===== src/rtl/payload_extract.sv =====
// 802.11b DSSS payload deframer: turns the PLCP LENGTH field into a bit count,
// assembles LSB-first bytes, flags the FCS bytes and checks CRC-32 bit-serially.
module payload_extract #(
   parameter int          LEN_W   = 16,
   parameter int          CNT_W   = 17,
   parameter logic [7:0]  RATE_1M = 8'h0A,
   parameter logic [7:0]  RATE_2M = 8'h14
) (
   input  logic             clk,
   input  logic             reset,
   input  logic [1:0]       sym_bits,
   input  logic             sym_valid,
   input  logic             hdr_valid_strobe,
   input  logic [7:0]       pkt_rate,
   input  logic [LEN_W-1:0] pkt_len,
   input  logic             abort,
   output logic [7:0]       payload_data,
   output logic             payload_valid,
   output logic             payload_last,
   output logic             payload_is_fcs,
   output logic             crc_done,
   output logic             crc_ok,
   output logic             len_err,
   output logic             rate_err,
   output logic             pkt_abort,
   output logic             busy
);

   localparam logic [0:0]  IDLE    = 1'b0;
   localparam logic [0:0]  RUN     = 1'b1;
   localparam logic [31:0] POLY    = 32'hEDB8_8320;
   localparam logic [31:0] RESIDUE = 32'hDEBB_20E3;

   logic [0:0]       state;
   logic             is_2m;
   logic [CNT_W-1:0] bits_left;
   logic [2:0]       bit_in_byte;
   logic [7:0]       shreg;
   logic [31:0]      crc;

   logic             hdr_is_1m;
   logic             hdr_is_2m;
   logic [CNT_W-1:0] hdr_bits;
   logic             hdr_len_bad;
   logic [31:0]      crc_a;
   logic [31:0]      crc_b;
   logic [31:0]      crc_next;
   logic [7:0]       shreg_next;
   logic [CNT_W-1:0] bits_left_next;
   logic [2:0]       bit_in_byte_next;
   logic             byte_done;
   logic             last_byte;

   function automatic logic [31:0] crc_step(input logic [31:0] c, input logic b);
      crc_step = (c >> 1) ^ ((c[0] ^ b) ? POLY : 32'h0);
   endfunction

   // Header decode and the per-symbol datapath; at 2 Mbps two CRC steps are chained.
   always_comb begin
      hdr_is_1m        = (pkt_rate == RATE_1M);
      hdr_is_2m        = (pkt_rate == RATE_2M);
      hdr_bits         = hdr_is_2m ? (CNT_W'(pkt_len) << 1) : CNT_W'(pkt_len);
      hdr_len_bad      = (hdr_bits[2:0] != 3'd0) || (hdr_bits < CNT_W'(40));
      crc_a            = crc_step(crc, sym_bits[0]);
      crc_b            = crc_step(crc_a, sym_bits[1]);
      crc_next         = is_2m ? crc_b : crc_a;
      shreg_next       = is_2m ? {sym_bits[1], sym_bits[0], shreg[7:2]}
                               : {sym_bits[0], shreg[7:1]};
      bits_left_next   = bits_left - (is_2m ? CNT_W'(2) : CNT_W'(1));
      bit_in_byte_next = bit_in_byte + (is_2m ? 3'd2 : 3'd1);
      byte_done        = (bit_in_byte_next == 3'd0);
      last_byte        = (bits_left_next == '0);
   end

   always_ff @(posedge clk) begin
      if (!reset) begin
         state          <= IDLE;
         is_2m          <= 1'b0;
         bits_left      <= '0;
         bit_in_byte    <= 3'd0;
         shreg          <= 8'h00;
         crc            <= 32'hFFFF_FFFF;
         payload_data   <= 8'h00;
         payload_valid  <= 1'b0;
         payload_last   <= 1'b0;
         payload_is_fcs <= 1'b0;
         crc_done       <= 1'b0;
         crc_ok         <= 1'b0;
         len_err        <= 1'b0;
         rate_err       <= 1'b0;
         pkt_abort      <= 1'b0;
      end else begin
         payload_valid  <= 1'b0;
         payload_last   <= 1'b0;
         payload_is_fcs <= 1'b0;
         crc_done       <= 1'b0;
         len_err        <= 1'b0;
         rate_err       <= 1'b0;
         pkt_abort      <= 1'b0;
         // abort outranks a coincident header; a header mid-packet also kills the packet
         if (abort) begin
            if (state == RUN) pkt_abort <= 1'b1;
            state <= IDLE;
         end else if (hdr_valid_strobe) begin
            if (state == RUN) pkt_abort <= 1'b1;
            crc_ok <= 1'b0;
            if (!hdr_is_1m && !hdr_is_2m) begin
               rate_err <= 1'b1;
               state    <= IDLE;
            end else if (hdr_len_bad) begin
               len_err <= 1'b1;
               state   <= IDLE;
            end else begin
               state       <= RUN;
               is_2m       <= hdr_is_2m;
               bits_left   <= hdr_bits;
               bit_in_byte <= 3'd0;
               crc         <= 32'hFFFF_FFFF;
            end
         end else if (state == RUN && sym_valid) begin
            crc         <= crc_next;
            shreg       <= shreg_next;
            bits_left   <= bits_left_next;
            bit_in_byte <= bit_in_byte_next;
            if (byte_done) begin
               payload_valid  <= 1'b1;
               payload_data   <= shreg_next;
               payload_is_fcs <= (bits_left_next <= CNT_W'(24));
               if (last_byte) begin
                  payload_last <= 1'b1;
                  crc_done     <= 1'b1;
                  crc_ok       <= (crc_next == RESIDUE);
                  state        <= IDLE;
               end
            end
         end
      end
   end

   assign busy = (state == RUN);

endmodule


===== config.mk =====
export PLATFORM = sky130hd
export DESIGN_NAME = payload_extract
export DESIGN_NICKNAME = d
export VERILOG_FILES = /design/src/rtl/payload_extract.sv
export SDC_FILE = /design/constraint.sdc
export NUM_CORES = 1
export LEC_CHECK = 0
export BUFFER_PORTS_ARGS = -buffer_cell sky130_fd_sc_hd__buf_2
export CELL_PAD_IN_SITES_DETAIL_PLACEMENT = 1
export CELL_PAD_IN_SITES_GLOBAL_PLACEMENT = 1
export CORE_MARGIN = 2
export CORE_UTILIZATION = 30
export DETAILED_ROUTE_END_ITERATION = 6
export HOLD_SLACK_MARGIN = 0.06
export MAX_ROUTING_LAYER = met4
export PLACE_DENSITY = 0.62
export REMOVE_ABC_BUFFERS = 1
export SLEW_MARGIN = 20
export SYNTH_ARGS = -nofsm -noshare
export SYNTH_HDL_FRONTEND = slang
export SYNTH_SLANG_ARGS = --single-unit
export TNS_END_PERCENT = 100

===== constraint.sdc =====
create_clock -name clk -period 4.7 [get_ports clk]
set_clock_uncertainty 0.1 [all_clocks]
set_input_delay 0.235 -clock clk [delete_from_list [all_inputs] [get_ports clk]]
set_output_delay 0.235 -clock clk [all_outputs]
set_load 0.005 [all_outputs]

Yosys cells after proc, flatten, opt, wreduce, memory -nomap -nowiden:

Cells that the tools add are included.

* flip-flop bits (word level): 77
* input port bits: 31
* output and inout port bits: 17
* logic and storage cells: 92

* $add $sub $neg: 2
* $lt $le $gt $ge: 2
* eq/ne operators: 5
* muxes and demuxes: 36
* bitwise operators: 11
* reduce and logical (&&, ||, !) cells: 22

Operators with widths (count)
* two-way mux 32 bit: 7
* two-way mux 17 bit: 5
* bitwise XOR 31 x 32 -> 32 bit: 2
* == test 32 bit (second input constant): 1
* <= comparator 17 x 5 -> 1 bit (second input constant): 1
* zero test 17 bit: 1
* < comparator 17 x 6 -> 1 bit (second input constant): 1
* two-way mux 1 bit: 17
* subtractor 17 x 2 -> 17 bit: 1
* AND reduction 4 bit: 4
* two-way mux 3 bit: 4
* == test 8 x 4 -> 1 bit (second input constant): 1
* == test 8 x 5 -> 1 bit (second input constant): 1
* two-way mux 8 bit: 1
* OR reduction 4 bit: 2
* NOT 1 bit: 7
* AND reduction 3 bit: 2
* nonzero test 2 bit: 3
* OR reduction 5 bit: 1
* two-way mux 2 bit: 2
* != test 2 bit (second input constant): 2
* adder 3 x 2 -> 3 bit: 1
* zero test 3 bit: 1
* nonzero test 3 bit: 1
* 6 further kinds: 9

Longest topological paths before layout:

* depth in word-level cells: 12
* depth in mapped cells: 13

Worst setup path before layout:

No wires, ideal clock.

* path type: flip-flop to flip-flop
* start: register is_2m
* end: register payload_is_fcs
* setup time: 70 ps
* arrival: 3302 ps
* required time: 4530 ps
* slack: 1228 ps
* cell stages (with the launch flop): 12
* path buffers: 2
* clock period less this slack: 3472 ps
* cell sequence: dfxtp_1 -> clkinv_1 -> clkbuf_1 -> ha_1 -> inv_1 -> fa_1 -> clkbuf_1 -> or4_1 -> xnor2_1 -> o31a_1 -> or4b_2 -> a21oi_1

* word-level cells in the longest chain between the ends: 5
* elaborated cells on any way between the ends: 8

Ends and longest elaborated chain
* start, declared: RTL line 35 `logic is_2m;`
* start signal, assigned: RTL line 115 `is_2m <= hdr_is_2m;`
* branches (longest 5 deep; another with subtractor 17 x 2 -> 17 bit)
* end signal, assigned: RTL line 128 `payload_is_fcs <= (bits_left_next <= CNT_W'(24));`
* end, declared: RTL line 20 `output logic payload_is_fcs,`

Parallel ways; which one is timed is not known.
A chain may end at the register's enable or synchronous reset.

Worst setup path in the final report:

* start: register is_2m
* end: register crc_done

* word-level cells in the longest chain between the ends: 5
* elaborated cells on any way between the ends: 9

Ends and longest elaborated chain
* branches (longest 5 deep; another with subtractor 17 x 2 -> 17 bit)
* end signal, assigned: RTL line 87 `crc_done <= 1'b0;`
* end signal, assigned: RTL line 96 `crc_done <= 1'b0;`
* end signal, assigned: RTL line 131 `crc_done <= 1'b1;`
* end, declared: RTL line 21 `output logic crc_done,`

Parallel ways; which one is timed is not known.

==> metrics.md <==
| Metric | Value |
|---|---|
| Iter 0 DRT Violations | 279 |
| Clock share of power | 0.512 |
| Top-area cell type share of the netlist area | 0.320 |
| Post-DP Area | 0.00516 mm^2 |
| # IOs | 48 |
| Distinct cell type count after synthesis | 64 |
| Most common library cells after synthesis | nand2_1, dfxtp_1, nor2_1 |
| Net Switching | 353 uW |
| Vias post-DR | 4502 |
| Vias in the first global route | approximately 4500 |
| DRC errors left | 0 |
| H-tree Lvls | 3 |
| Post-synthesis average cell area | 7.89 um^2 |
| Mapped cell area | between 0.004 and 0.005 mm^2 |
| Reg2reg path depth | 10 |
| Async set-reset flop share out of synthesis | 0 |
| Port Buf Inserts | between 40 and 50 |
| Int Pwr | ~1.2 mW |
| Endpoints failing setup | 0 |
| Nets | 662 |
| Min cycle time layout | 3520 ps |
| Gate power share | 0.064 |
| Final wirelength | 14500 um |
| CP Capture Type | flop |
| Top post-synthesis cells by area | dfxtp_1, nand2_1, xnor2_1, mux2i_1, o21ai_0 |
| Post-CTS Resized | 0 |
| Final Hold Fails | 0 |
| Clock Latency Late Sink | 340 ps |
| N_diodes | 0 |
| Switch share | 0.233 |
| Hold Crit Start | pkt_len[1] |
| Final ANT Viol Nets | 0 |
| Post-synth top area cell | dfxtp_1 |
| Clk sinks | 76 |
| Clock Path Buffers | 2 |
| Drt first pass iters | 4 |
| Worst-margin pin slew | 1060 ps |
| Area Overhead vs Synth | 15.6% |
| Status | finished clean |
| Worst slew margin | 0.290 |
| Pleak | 2.17 nW |
| Initial antenna violation count | 0 |
| Max Cap Viol | 0 |
| Avg WL per Cell | 17.1 um |
| CORE AREA | around 0.016 mm^2 |
| Cell with the most instances after synthesis | nand2_1 |
| GRT Residual Overflow | 0 |
| Share of cells above drive strength 1 | 0.147 |
| Starting density of the core | 0.303 |
| Final Wtd Congestion | 0.800 |
| CP Launch Type | flop |
| Cells after Synth | ~600 |
| Type of the worst min-delay path | input pin to flop |
| Period utilization | 0.748 |
| Worst Setup Path Type | flop to flop |
| CTS tree | done |
| Register area share after synthesis | 0.320 |
| Die Area | 0.0169 mm^2 |
| Peak supply drop | 0.151 mV |
| First-pass GRT wire length | 23800 um |
| FMAX | about 280 MHz |
| Post-synth EDFFs | 0 |
| Reg2reg start | is_2m$_SDFFE_PN0P_ |
| Setup repair bufs after CTS | 0 |
| CTS buffer count | 9 |
| Crit path from | is_2m$_SDFFE_PN0P_ |
| Place WS | 1260 ps |
| Cts hold-fix bufs | 0 |
| GRT Util Overall | 0.182 |
| Power Density | 276 mW/mm^2 |
| Data arrival, critical path | between 3000 and 4000 ps |
| Hold path cells | 4 |
| Final Cell Area | 0.00549 mm^2 |
| Die width | 130 um |
| Post-DP HPWL | just under 10000 um |
| Worst-path clk slew | 60 ps |
| Avg Vias per Cell | 5.32 |
| Crit path max fanout | 8 |
| Rows | 46 |
| RSZ-0062 raised after global routing | false |
| Worst EP required | 4860 ps |
| Pin count of the biggest net entering global routing | 54 |
| Flops & latches, synth | 76 |
| Pins Over Slew Limit | 0 |
| Worst Setup Slack, final | 1180 ps |
| Die height | between 100 and 150 um |
| Ys flop type | dfxtp_1 |
| Root Buffer | clkbuf_16 |
| Reg power frac | 0.425 |
| Syn. warnings | 0 |
## per-layer routing
metal,vias to the layer above,GRT usage,share of wire
met5,-,-,0
met4,0,0.0398,0.0086
met3,9,0.0316,0.037
met2,79,0.289,0.47
met1,2213,0.245,0.49
li1,2201,-,-
## layout by cell type (no fill, tap or decap), types with 3 or more instances in the layout
cell type	instances
nand2_1	79
dfxtp_1	75
nor2_1	61
buf_2	47
o21ai_0	46
xnor2_1	31
mux2i_1	25
nand3_1	24
nor3_1	19
a21oi_1	18
o211a_1	16
and2_1	15
buf_4	12
a2111oi_0	10
nor4_1	9
clkbuf_16	9
o21ai_1	7
nor2b_1	7
o211ai_1	7
xor2_1	6
nor3b_1	6
inv_1	5
nand2b_1	5
nand4_1	5
nand3b_1	5
a22oi_1	4
or4_1	4
and3_1	4
nand4b_1	4
nor4bb_1	4
o31a_1	3
o2bb2ai_1	3
mux2_2	3
a21boi_1	3
a21boi_0	3
a2111oi_2	3
ha_1	3
## worst max-delay path, stage by stage (launching register included)
cell,delay (ps)
dfxtp_2,320
clkinv_1,130
ha_1,190
inv_1,60
fa_1,490
nor4_1,840
nand4_1,170
o31a_1,160
o21ai_0,110
or4b_2,670
nor2b_1,190
## layout make-up
class	count	area, um^2
clock inverter	6	93.8
tap	216	270
clock buffer	10	239
timing repair buffer	59	325
sequential	76	1520
inverter	6	22.5
fill	1920	10200
multi-input combinational	474	3020
## kinds of logic after synthesis
| family | synth area share |
|---|---|
| multiplexers | 0.0598 |
| flip-flops | 0.320 |
| buffers and inverters | 0.0450 |
| XOR/XNOR | 0.0716 |
| AND/OR/NAND/NOR | 0.273 |
| adder cells (fa/ha/maj) | 0.0163 |
| AO/OA/AOI/OAI | 0.214 |
## power groups by stage
stage | combinational (mW) | sequential [mW] | clock [mW]
4_1_cts | 0.0978 | 0.644 | 0.801
6_report | 0.0968 | 0.644 | 0.777
3_3_place_gp | 0.0955 | 0.659 | 0
5_1_grt | 0.106 | 0.644 | 0.832
2_1_floorplan | 0.0424 | 0.659 | 0
3_5_place_dp | 0.0973 | 0.659 | 0
## sequential cells by signal (all words and copies together) (netlist names), 3 cells and up
name	cells
payload_data	8
bit_in_byte	3
shreg	7
bits_left	17
crc	32
## per-stage QoR
step	utilization	cells	TNS, ps	hold slack (ps)	power (mW)
6_report	0.351	847	0	218	1.52
5_1_grt	0.351	847	0	219	1.58
4_1_cts	0.351	847	0	198	1.54
3_5_place_dp	0.330	831	0	361	0.756
3_3_place_gp	0.330	831	0	345	0.754
2_1_floorplan	-	556	-64.6	197	0.701
## path summary, 6_finish.rpt
kind | endpoint | slack (ps)
max | crc_done$_SDFF_PP0_ | 1180
min | len_err$_SDFF_PP0_ | 220
max reg2reg | crc_done$_SDFF_PP0_ | 1180
min reg2reg | crc_ok$_SDFFE_PN0P_ | 380
(Power assumes the default switching activity.)
